<file path="config.mk">
export PLATFORM = sky130hd
export DESIGN_NAME = elink_2bit_frame_rx
export DESIGN_NICKNAME = d
export VERILOG_FILES = /design/src/rtl/elink_2bit_frame_rx.sv
export SDC_FILE = /design/constraint.sdc
export NUM_CORES = 1
export LEC_CHECK = 0
export BUFFER_PORTS_ARGS = -buffer_cell sky130_fd_sc_hd__clkbuf_2
export CAP_MARGIN = 10
export CORE_UTILIZATION = 35
export DETAILED_ROUTE_END_ITERATION = 10
export SLEW_MARGIN = 20
export SYNTH_ARGS = -nofsm -noshare
export SYNTH_HDL_FRONTEND = slang
export SYNTH_SLANG_ARGS = --single-unit
</file>
<file path="constraint.sdc">
create_clock -name clk -period 4.6 [get_ports clk]
set_input_delay 1.15 -clock clk [delete_from_list [all_inputs] [get_ports clk]]
set_output_delay 1.15 -clock clk [all_outputs]
set_load 0.005 [all_outputs]
</file>
<file path="src/rtl/elink_2bit_frame_rx.sv">
// Receiver for the 2-bit uplink e-link: finds SOP, collects a 76-bit word, checks EOP and hands the word over a one-entry valid/ready buffer.
// Optional CRC-8 byte between payload and EOP is enabled by defining ELINK_RX_CRC_EN.
module elink_2bit_frame_rx #(
  parameter logic [7:0] SOP       = 8'h3C,
  parameter logic [7:0] EOP       = 8'hDC,
  parameter int         PAYLOAD_W = 76,
  parameter int         N_BYTES   = 10
) (
  input  logic                 clk,
  input  logic                 rst,
  input  logic [1:0]           rx_elink2bit,
  output logic [PAYLOAD_W-1:0] rx_data,
  output logic                 rx_valid,
  input  logic                 rx_ready,
  output logic                 locked,
  output logic                 err_frame,
  output logic                 err_ovf,
  output logic                 err_crc,
  output logic [15:0]          frame_cnt
);

  localparam int         SREG_W    = N_BYTES * 8;
  localparam logic [3:0] LAST_BYTE = 4'(N_BYTES - 1);

  typedef enum logic [1:0] {ST_HUNT, ST_PAYLOAD, ST_CRC, ST_EOP} state_t;

  state_t                 state_q;
  logic [5:0]             win_q;
  logic [7:0]             win_d;
  logic [SREG_W-1:0]      sreg_q;
  logic [1:0]             dibit_cnt_q;
  logic [3:0]             byte_cnt_q;
  logic [PAYLOAD_W-1:0]   rx_data_q;
  logic                   rx_valid_q;
  logic                   locked_q;
  logic                   err_frame_q;
  logic                   err_ovf_q;
  logic [15:0]            frame_cnt_q;

  // Only the three previous dibits are stored; the current dibit completes the byte window.
  assign win_d = {win_q, rx_elink2bit};

`ifdef ELINK_RX_CRC_EN
  logic [7:0] crc_q;
  logic       err_crc_q;

  // CRC-8 (poly 0x07) advanced by one dibit, earlier bit first.
  function automatic logic [7:0] crc_step(input logic [7:0] c, input logic [1:0] d);
    logic [7:0] r;
    r = c;
    for (int i = 1; i >= 0; i--) begin
      r = {r[6:0], 1'b0} ^ ((r[7] ^ d[i]) ? 8'h07 : 8'h00);
    end
    return r;
  endfunction
`endif

  always_ff @(posedge clk) begin
    if (rst) begin
      state_q     <= ST_HUNT;
      win_q       <= '0;
      sreg_q      <= '0;
      dibit_cnt_q <= '0;
      byte_cnt_q  <= '0;
      rx_data_q   <= '0;
      rx_valid_q  <= 1'b0;
      locked_q    <= 1'b0;
      err_frame_q <= 1'b0;
      err_ovf_q   <= 1'b0;
      frame_cnt_q <= '0;
`ifdef ELINK_RX_CRC_EN
      crc_q       <= '0;
      err_crc_q   <= 1'b0;
`endif
    end else begin
      win_q       <= win_d[5:0];
      err_frame_q <= 1'b0;
      err_ovf_q   <= 1'b0;
`ifdef ELINK_RX_CRC_EN
      err_crc_q   <= 1'b0;
`endif
      // A reload later in this block overrides the clear (accept + new word).
      if (rx_valid_q && rx_ready) rx_valid_q <= 1'b0;

      case (state_q)
        ST_HUNT: begin
          if (win_d == SOP) begin
            state_q     <= ST_PAYLOAD;
            locked_q    <= 1'b1;
            dibit_cnt_q <= '0;
            byte_cnt_q  <= '0;
`ifdef ELINK_RX_CRC_EN
            crc_q       <= '0;
`endif
          end
        end
        ST_PAYLOAD: begin
          sreg_q      <= {sreg_q[SREG_W-3:0], rx_elink2bit};
          dibit_cnt_q <= dibit_cnt_q + 2'd1;
`ifdef ELINK_RX_CRC_EN
          crc_q       <= crc_step(crc_q, rx_elink2bit);
`endif
          if (dibit_cnt_q == 2'd3) begin
            byte_cnt_q <= byte_cnt_q + 4'd1;
            if (byte_cnt_q == LAST_BYTE) begin
`ifdef ELINK_RX_CRC_EN
              state_q <= ST_CRC;
`else
              state_q <= ST_EOP;
`endif
            end
          end
        end
`ifdef ELINK_RX_CRC_EN
        ST_CRC: begin
          dibit_cnt_q <= dibit_cnt_q + 2'd1;
          if (dibit_cnt_q == 2'd3) begin
            if (win_d != crc_q) begin
              err_crc_q <= 1'b1;
              locked_q  <= 1'b0;
              state_q   <= ST_HUNT;
            end else begin
              state_q   <= ST_EOP;
            end
          end
        end
`endif
        ST_EOP: begin
          dibit_cnt_q <= dibit_cnt_q + 2'd1;
          if (dibit_cnt_q == 2'd3) begin
            locked_q <= 1'b0;
            state_q  <= ST_HUNT;
            if (win_d != EOP || sreg_q[SREG_W-1:PAYLOAD_W] != '0) begin
              err_frame_q <= 1'b1;
            end else if (rx_valid_q && !rx_ready) begin
              err_ovf_q <= 1'b1;
            end else begin
              rx_data_q  <= sreg_q[PAYLOAD_W-1:0];
              rx_valid_q <= 1'b1;
              if (frame_cnt_q != 16'hFFFF) frame_cnt_q <= frame_cnt_q + 16'd1;
            end
          end
        end
        default: state_q <= ST_HUNT;
      endcase
    end
  end

  assign rx_data   = rx_data_q;
  assign rx_valid  = rx_valid_q;
  assign locked    = locked_q;
  assign err_frame = err_frame_q;
  assign err_ovf   = err_ovf_q;
  assign frame_cnt = frame_cnt_q;
`ifdef ELINK_RX_CRC_EN
  assign err_crc   = err_crc_q;
`else
  assign err_crc   = 1'b0;
`endif

endmodule

</file>
==> run_results.csv, run 1 <==
group,metric,value,unit
run_status,status,"completed",
synthesis,synthesis.area,6860,sq um
min_path,hold_path_class,"reg -> reg",
grt,grt_pass1_wl,24600,um
cts,clkLatencyLatePin,0.42,ns
timing,slew_headroom,30.7,%
route,firstDrtPassIters,4,
floorplan,initial_core_util,36.2,%
route,first_iter_violations,275,
timing,period_minus_slack,3.00,ns
place,routabilityCongestion,0.732,
timing,fin_tns_setup,0,ns
place,dp_hpwl,8990,um
timing,fin_crit_sh,65.3,%
cts,clk_pin_slew,0.07,ns
synthesis,yosysUniqueCellTypes,40,
timing,max_freq,333,MHz
synthesis,async_flop_share,0,%
grt,grt_pass1_vias,4958,
synthesis,yosys_warnings,0,
floorplan,die_area,20200,sq um
timing,finalSetupViolations,0,
worst_setup_path,critical-path-slowest-cell,"and3_2",
synthesis,synth_edf_count,0,
worst_setup_path,max_stage_delay,0.70,ns
finish,utilization,43.1,%
grt,grt_max_degree,138,
synthesis,synth_top_flop_cell,"dfxtp_1",
synthesis,syn_inst,862,
worst_setup_path,arrival,3.35,ns
place,portBuffers,100,
worst_setup_path,cp_cell_sequence,"clkbuf_2 > nand4b_1 > nor4_1 > and3_2 > buf_12 > nand2_1 > a21oi_1",
timing,drv_slew,0,
min_path,hold_depth,2,
timing,rsz0062_at_grt,"no",
cts,htreeDepth,4,
floorplan,core-area,19000,sq um
worst_setup_path,path_max_fanout,48,
finish,drive_above_1_share,15.5,%
timing,worst_slew_pin_slew,1.04,ns
worst_setup_path,worstSetupPathType,"in -> reg",
finish,area_delta_synth_final,19.0,%
cts,cts_made_buffers,17,
floorplan,die_height,142,um
synthesis,synth_nets,871,
power_and_ir_drop,peakVddDrop,0.262,mV
worst_setup_path,worst-endpoint-required,4.94,ns
grt,grt_remaining_overflow,0,
finish,antennaDiodeCount,0,
synthesis,synth.top_cells.by_count,"nand2_1 (320), dfxtp_1 (190), a21oi_1 (170)",
power_and_ir_drop,power_leakage,2.84,nW
run,drv_cap,0,
route,drcViolationCount,0,
synthesis,ys_ff_latch,190,
worst_setup_path,path_depth,7,
timing,finalClockSkew,0.00619,ns
synthesis,yosys-top-cells-area,"dfxtp_1 (55%), nand2_1 (18%), a21oi_1 (12%)",
cts,post-cts-setup-buffers,0,
cts,hold_buffers,0,
worst_setup_path,cp-end-kind,"register",
place,post-place-ws,1.17,ns
cts,cts.path.max_buffers,2,
worst_setup_path,ff2ff_path_depth,6,
cts,cts_tree,"yes",
worst_setup_path,critPathLaunchType,"input pin",
synthesis,ys_seq_area_share,55.4,%
finish,layout.nets,932,
cts,clock_sinks,190,
floorplan,io_pins,102,
cts,clockRootBuffer,"clkbuf_16",
grt,antenna_found_initial,0,
synthesis,post-synth-top-count-cell,"nand2_1",
synthesis,yosysTopAreaCell,"dfxtp_1",
finish,fill_cells,1984,
synthesis,yosysTopAreaCellShare,55.4,%
worst_setup_path,cp.buffers_inverters,2,
route,via_count,5613,
floorplan,die_w,142,um
power_and_ir_drop,p_per_area,404,nW/um^2
route,viasPerCell,4.69,
route,wirelength,14800,um
grt,grt_usage,15.2,%
cts,ctsResizeCount,0,
worst_setup_path,cp_top_family,"simple AND/OR/NAND/NOR gates",
power_and_ir_drop,total_power,3.30,mW
route,avgRoutedWirePerCell,12.4,um
timing,hold_violations,0,
synthesis,postSynthAreaPerCell,7.96,sq um
floorplan,fp-row-count,50,
route,ant_nets,0,
timing,layout_setup_ws,1.60,ns
## worst min-delay path: cells and delay by family (launching register included)
| family | cells | cell delay, ns |
|---|---|---|
| flops | 1 | 0.31 |
| simple gates | 1 | 0.05 |
| compound gates | 1 | 0.05 |
## registers in the layout, summed over array words and instances (netlist names)
register	count
win_q	6
rx_data	76
state_q	2
err_ovf	1
rx_valid	1
byte_cnt_q	4
sreg_q	80
dibit_cnt_q	2
err_frame	1
locked	1
frame_cnt	16
## metal layers
layer / share of wire, % / GRT usage, % / vias to the layer above
met2: 46 / 23.6 / 80
met4: 1.3 / 4.75 / 0
met3: 3.2 / 3.80 / 15
li1: - / - / 2953
met1: 50 / 20.6 / 2565
met5: 0 / 0 / -
## report_power, final
part	switching (mW)	total (mW)	internal [mW]
registers	0.00620	1.66	1.65
clock network	0.633	1.55	0.921
logic	0.0726	0.0855	0.0129
## cells in the final DEF, fill, tap and decap left out, types with 4 or more instances in the layout
cell type | synthesis | final
o21ai_0 | 4 | 4
inv_1 | 4 | 4
clkbuf_16 | 0 | 17
nor3_1 | 8 | 8
a21oi_1 | 170 | 170
nor4_1 | 4 | 4
nand2b_1 | 5 | 4
ha_1 | 4 | 4
or4_1 | 5 | 5
clkbuf_2 | 0 | 99
nor2b_1 | 11 | 10
xnor2_1 | 5 | 5
buf_4 | 1 | 4
nand3_1 | 10 | 9
clkbuf_8 | 0 | 4
nand4_1 | 6 | 6
nor2_1 | 19 | 19
or3_1 | 7 | 7
dfxtp_1 | 190 | 190
nand2_1 | 320 | 320
## cells by family after synthesis
family | after synthesis | share of synthesized area (%)
other | 1 | 0.0547
AND/OR/NAND/NOR | 406 | 24.8
XOR/XNOR | 6 | 0.766
multiplexers | 4 | 0.638
adder cells (fa/ha/maj) | 4 | 0.730
buffers and inverters | 67 | 3.76
flip-flops | 190 | 55.4
AO/OA/AOI/OAI | 184 | 13.8
## path summary, 6_finish.rpt
kind	from	to	slack, ns
worst max-delay path	rx_elink2bit[1]	rx_data[64]$_SDFFE_PP0P_	1.60
worst min-delay path	rx_data[8]$_SDFFE_PP0P_	rx_data[8]$_SDFFE_PP0P_	0.45
worst max register to register	dibit_cnt_q[0]$_SDFFE_PP0P_	frame_cnt[15]$_SDFFE_PP0P_	1.95
worst min register to register	rx_data[8]$_SDFFE_PP0P_	rx_data[8]$_SDFFE_PP0P_	0.45
## cell type report
cell class,instances,area (sq um),share of cell area (%)
well taps,260,325,3.99
inverters,4,15.0,0.184
clock buffers,21,480,5.89
clock inverters,11,153,1.87
multi-input cells,605,2830,34.6
flip-flops and latches,190,3800,46.6
repair buffers,105,557,6.82
## per-stage QoR
stage / std cells / hold slack (ns) / cell area [sq um]
after floorplan: 862 / 0.432 / 6860
after global placement: 1164 / 0.437 / 7530
after detailed placement: 1164 / 0.442 / 7530
after CTS: 1196 / 0.452 / 8160
after global routing: 1196 / 0.467 / 8160
final: 1196 / 0.447 / 8160
No activity file was read; power rests on OpenSTA's default activity.
==> inputs of run 2 (changes only) <==
==> constraint.sdc (replaced) <==
create_clock -name clk -period 3.1 [get_ports clk]
set_input_delay 0.775 -clock clk [delete_from_list [all_inputs] [get_ports clk]]
set_output_delay 0.775 -clock clk [all_outputs]
set_load 0.005 [all_outputs]
==> run 2 against run 1 <==
Compared with the run above:
- worst setup slack lost 0.98 ns
- clock-buffer cell count fell by 3
- hold slack about the same
- sequential power grew 48%
- sequential share of layout area down 0.35 points
- cell count rose by 0.42%
- clock power grew 49%
- critical path type is now reg -> reg
- critical endpoint is now frame_cnt[15]$_SDFFE_PP0P_
- highest routed layer is now met5
==> run_results.csv, run 2 (synthesis results as in run 1) <==
group,metric,value,unit
floorplan,die_area,20200,sq um
finish,final_cell_mix,"nand2_1 (320), dfxtp_1 (190), a21oi_1 (170)",
cts,htreeDepth,4,
worst_setup_path,worst-endpoint-required,3.41,ns
power_and_ir_drop,peakVddDrop,0.316,mV
cts,cts_made_buffers,17,
timing,finalSetupViolations,0,
timing,hold_violations,0,
timing,worst_slew_pin_slew,0.755,ns
power_and_ir_drop,p_per_area,597,nW/um^2
timing,fin_tns_setup,0,ns
grt,grt_remaining_overflow,0,
grt,grt_max_degree,82,
grt,antenna_found_initial,1,
route,ant_nets,0,
route,wirelength,14600,um
cts,cts.path.max_buffers,2,
cts,ctsResizeCount,0,
worst_setup_path,cp-end-kind,"register",
finish,utilization,43.4,%
cts,clk_pin_slew,0.07,ns
floorplan,core-area,19000,sq um
grt,grt_pass1_vias,5067,
finish,antennaDiodeCount,0,
power_and_ir_drop,power_leakage,2.87,nW
place,routabilityCongestion,0.755,
cts,clock_sinks,190,
finish,layout_commonest_cell,"nand2_1",
timing,finalClockSkew,0.00967,ns
cts,cts_tree,"yes",
timing,slew_headroom,49.7,%
finish,layout.nets,938,
timing,fin_crit_sh,80.0,%
finish,fill_cells,1933,
route,avgRoutedWirePerCell,12.2,um
timing,period_minus_slack,2.48,ns
worst_setup_path,path_max_fanout,9,
floorplan,fp-row-count,50,
floorplan,die_w,142,um
place,dp_hpwl,8870,um
finish,largest_reg_flops,80,
finish,top_register,"sreg_q",
route,drcViolationCount,0,
cts,hold_buffers,0,
route,viasPerCell,4.76,
power_and_ir_drop,total_power,4.91,mW
grt,grt_usage,15.1,%
worst_setup_path,critPathLaunchType,"register",
cts,post-cts-setup-buffers,0,
worst_setup_path,worstSetupPathType,"reg -> reg",
run_status,status,"completed",
cts,clockRootBuffer,"clkbuf_16",
floorplan,io_pins,102,
route,firstDrtPassIters,5,
floorplan,die_height,142,um
place,portBuffers,100,
min_path,hold_depth,2,
route,via_count,5714,
finish,area_delta_synth_final,19.9,%
worst_setup_path,ff2ff_path_depth,5,
finish,drive_above_1_share,15.9,%
run,drv_cap,0,
grt,grt_pass1_wl,24500,um
cts,clkLatencyLatePin,0.42,ns
min_path,hold_path_class,"reg -> reg",
worst_setup_path,arrival,2.79,ns
floorplan,initial_core_util,36.2,%
timing,max_freq,403,MHz
route,first_iter_violations,302,
timing,drv_slew,0,
timing,rsz0062_at_grt,"no",
[run 2: cell types whose count changed in the layout (fill, tap and decap cells not counted), sizes merged]
cell | before | now
clkbuf | 120 | 117
clkinvlp | 0 | 1
inv | 7 | 6
clkinv | 5 | 6
buf | 6 | 12
bufinv | 3 | 4
[run 2: routing by layer]
| metal | part of all wire (%) | wire [um] | track usage (%) | vias to the layer above |
|---|---|---|---|---|
| li1 | - | - | - | 2970 |
| met1 | 49 | 7130 | 19.9 | 2633 |
| met2 | 46 | 6720 | 24.0 | 92 |
| met3 | 3.9 | 576 | 3.97 | 17 |
| met4 | 1.3 | 185 | 4.75 | 2 |
| met5 | 0.089 | 13 | 0 | - |
[run 2: per-stage QoR]
stage	instances	hold slack, ns	area (sq um)	setup slack, ns
detailed placement	1170	0.442	7600	0.285
global placement	1170	0.438	7600	0.318
CTS	1201	0.452	8220	0.610
global route	1201	0.467	8220	0.496
floorplan	862	0.432	6860	0.442
finish	1201	0.448	8220	0.619
[run 2: path summary, 6_finish.rpt]
path / slack (ns) / from / to
worst min register to register: 0.45 / rx_data[17]$_SDFFE_PP0P_ / rx_data[17]$_SDFFE_PP0P_
worst max register to register: 0.62 / sreg_q[79]$_SDFFE_PP0P_ / frame_cnt[15]$_SDFFE_PP0P_
worst max-delay path: 0.62 / sreg_q[79]$_SDFFE_PP0P_ / frame_cnt[15]$_SDFFE_PP0P_
worst min-delay path: 0.45 / rx_data[17]$_SDFFE_PP0P_ / rx_data[17]$_SDFFE_PP0P_
[run 2: report_power, final]
| group | switching (mW) | internal [mW] |
|---|---|---|
| Clock | 0.941 | 1.37 |
| Sequential | 0.00913 | 2.45 |
| Combinational | 0.112 | 0.0255 |
[run 2: area by class of cell]
class | instances | area (sq um) | area share (%)
multi-input cells | 605 | 2830 | 34.4
clock buffers | 18 | 439 | 5.34
well taps | 260 | 325 | 3.96
clock inverters | 13 | 186 | 2.27
inverters | 4 | 15.0 | 0.183
repair buffers | 111 | 627 | 7.62
flip-flops and latches | 190 | 3800 | 46.2
[run 2: critical path, stage by stage (launching register included)]
cell	delay [ns]
dfxtp_1	0.31
or3_1	0.40
or4_1	0.55
or3_1	0.51
nor4_2	0.26
mux2_1	0.34
==> inputs of run 3 (changes only) <==
--- a/config.mk
+++ b/config.mk
@@ -5,6 +5,7 @@
 export SDC_FILE = /design/constraint.sdc
 export NUM_CORES = 1
 export LEC_CHECK = 0
+export ABC_AREA = 1
 export BUFFER_PORTS_ARGS = -buffer_cell sky130_fd_sc_hd__clkbuf_2
 export CAP_MARGIN = 10
 export CORE_UTILIZATION = 35
==> constraint.sdc (replaced) <==
create_clock -name clk -period 2.2 [get_ports clk]
set_input_delay 0.55 -clock clk [delete_from_list [all_inputs] [get_ports clk]]
set_output_delay 0.55 -clock clk [all_outputs]
set_load 0.005 [all_outputs]
==> run 3 against run 2 <==
Compared with the run above:
- register-to-register slack lost 0.18 ns
- area after synthesis rose by 5.6%
- utilization is 0.72 points lower
- routed wire length grew 16%
- global-route usage up 1.2 points
- cell count grew 8.2%
- via count rose by 8.2%
- first-iteration DRC count increased by 30%
- fmax is 41% higher
- die area is 5.5% higher
- highest routed layer is now met4
==> run_results.csv, run 3 <==
group,metric,value,unit
timing,layout_setup_ws,0.443,ns
finish,layout.nets,1026,
worst_setup_path,worst-endpoint-required,2.50,ns
finish,area_delta_synth_final,19.2,%
grt,antenna_found_initial,0,
route,via_count,6181,
synthesis,synth.top_cells.by_count,"nor2_1 (266), dfxtp_1 (190), o21ai_0 (171)",
worst_setup_path,path_max_fanout,7,
timing,finalSetupViolations,0,
grt,grt_usage,16.3,%
finish,final_cells,1300,
cts,htreeDepth,4,
route,drcViolationCount,0,
timing,drv_slew,0,
route,ant_nets,0,
synthesis,yosysTopAreaCellShare,52.5,%
route,avgRoutedWirePerCell,13.0,um
synthesis,yosysUniqueCellTypes,32,
cts,clockRootBuffer,"clkbuf_16",
place,dp_hpwl,10100,um
floorplan,io_pins,102,
synthesis,yosysTopAreaCell,"dfxtp_1",
floorplan,die_area,21300,sq um
finish,largest_reg_flops,80,
finish,final_cell_mix,"nor2_1 (266), dfxtp_1 (190), o21ai_0 (171)",
floorplan,core-area,20200,sq um
grt,grt_pass1_wl,28500,um
finish,top_register,"sreg_q",
cts,cts.path.max_buffers,2,
synthesis,yosys_warnings,0,
timing,max_freq,569,MHz
cts,ctsResizeCount,0,
synthesis,synth_top_flop_cell,"dfxtp_1",
timing,period_minus_slack,1.76,ns
worst_setup_path,cp-end-kind,"register",
floorplan,die_w,146,um
synthesis,synth_edf_count,0,
worst_setup_path,critPathLaunchType,"register",
finish,drive_above_1_share,16.4,%
power_and_ir_drop,p_per_area,802,nW/um^2
timing,finalClockSkew,0.0159,ns
synthesis,yosys-top-cells-area,"dfxtp_1 (53%), nor2_1 (14%), o21ai_0 (12%)",
power_and_ir_drop,total_power,6.92,mW
power_and_ir_drop,power_leakage,3.79,nW
worst_setup_path,worstSetupPathType,"reg -> reg",
grt,grt_busiest_layer,"met2",
worst_setup_path,arrival,2.06,ns
synthesis,async_flop_share,0,%
synthesis,ys_ff_latch,190,
grt,use_met2,25.3,%
synthesis,synthesis.area,7240,sq um
min_path,hold_path_class,"in -> reg",
timing,rsz0062_at_grt,"no",
power_and_ir_drop,peakVddDrop,0.434,mV
timing,hold_violations,0,
floorplan,initial_core_util,35.8,%
timing,fin_crit_sh,79.9,%
grt,grt_max_degree,87,
route,viasPerCell,4.75,
finish,fill_cells,2070,
synthesis,post-synth-top-count-cell,"nor2_1",
floorplan,fp-row-count,52,
cts,post-cts-setup-buffers,0,
finish,antennaDiodeCount,0,
finish,layout_commonest_cell,"nor2_1",
run_status,status,"completed",
cts,cts_tree,"yes",
route,first_iter_violations,392,
cts,clkLatencyLatePin,0.42,ns
place,place_inst,1268,
synthesis,postSynthAreaPerCell,7.66,sq um
cts,hold_buffers,0,
cts,cts_made_buffers,17,
floorplan,die_height,146,um
route,firstDrtPassIters,5,
place,routabilityCongestion,0.838,
place,post-place-ws,0.215,ns
synthesis,syn_inst,946,
cts,clock_sinks,190,
place,portBuffers,100,
run,drv_cap,0,
cts,clk_pin_slew,0.07,ns
synthesis,ys_seq_area_share,52.5,%
grt,grtUsageMet3,4.01,%
grt,grt_remaining_overflow,0,
grt,met1_usage,22.3,%
route,wirelength,16900,um
synthesis,synth_nets,955,
timing,fin_tns_setup,0,ns
grt,grt_pass1_vias,5701,
timing,worst_slew_pin_slew,0.796,ns
timing,slew_headroom,46.9,%
## run 3: final cells by class
class	instances	area (sq um)	area share [%]
Sequential cell	190	3800	44.1
Multi-Input combinational cell	652	2990	34.6
Timing Repair Buffer	115	701	8.12
Clock buffer	19	453	5.25
Tap cell	270	338	3.91
Clock inverter	13	196	2.28
Inverter	41	156	1.81
## run 3: worst paths after layout
| path | from | endpoint | slack, ns | depth (start not counted) |
|---|---|---|---|---|
| max | dibit_cnt_q[0]$_SDFFE_PP0P_ | frame_cnt[11]$_SDFFE_PP0P_ | 0.44 | 8 |
| min | rx_elink2bit[1] | win_q[1]$_SDFF_PP0_ | 0.35 | 3 |
| max reg2reg | dibit_cnt_q[0]$_SDFFE_PP0P_ | frame_cnt[11]$_SDFFE_PP0P_ | 0.44 | 8 |
| min reg2reg | win_q[1]$_SDFF_PP0_ | win_q[3]$_SDFF_PP0_ | 0.42 | 2 |
## run 3: cells by family (layout without fill, tap and decap cells)
| kind of cell | after synthesis | in the layout | synth area share [%] |
|---|---|---|---|
| compound gates | 199 | 199 | 13.9 |
| fa+ha+maj | 4 | 4 | 0.691 |
| buf+inv | 104 | 188 | 6.50 |
| other cells | 1 | 1 | 0.0518 |
| xor+xnor | 2 | 2 | 0.242 |
| simple gates | 446 | 446 | 26.1 |
| flops | 190 | 190 | 52.5 |
## run 3: routing by layer
layer	vias to the layer above	wire, um
met3	2	777
li1	3246	-
met4	0	59
met2	113	7840
met5	-	0
met1	2820	8230
## run 3: worst max-delay path: stages, from the launching register on
cell	delay (ns)
dfxtp_1	0.37
ha_1	0.22
inv_1	0.10
nor2_2	0.18
nand2_4	0.10
nor2_2	0.27
nand3_1	0.16
o21ai_0	0.19
nor2_1	0.05
## run 3: report_power, final
part | switching, mW | leakage (nW) | internal [mW]
registers | 0.00273 | 1.53 | 3.44
logic | 0.0590 | 1.94 | 0.0310
clock network | 1.39 | 0.318 | 2.00
## run 3: through the flow
step / util (%) / cell area [sq um] / hold WS [ns]
after floorplan: - / 7240 / 0.403
after global placement: 39.5 / 7980 / 0.408
after detailed placement: 39.5 / 7980 / 0.411
after CTS: 42.7 / 8630 / 0.326
after global routing: 42.7 / 8630 / 0.337
final: 42.7 / 8630 / 0.353
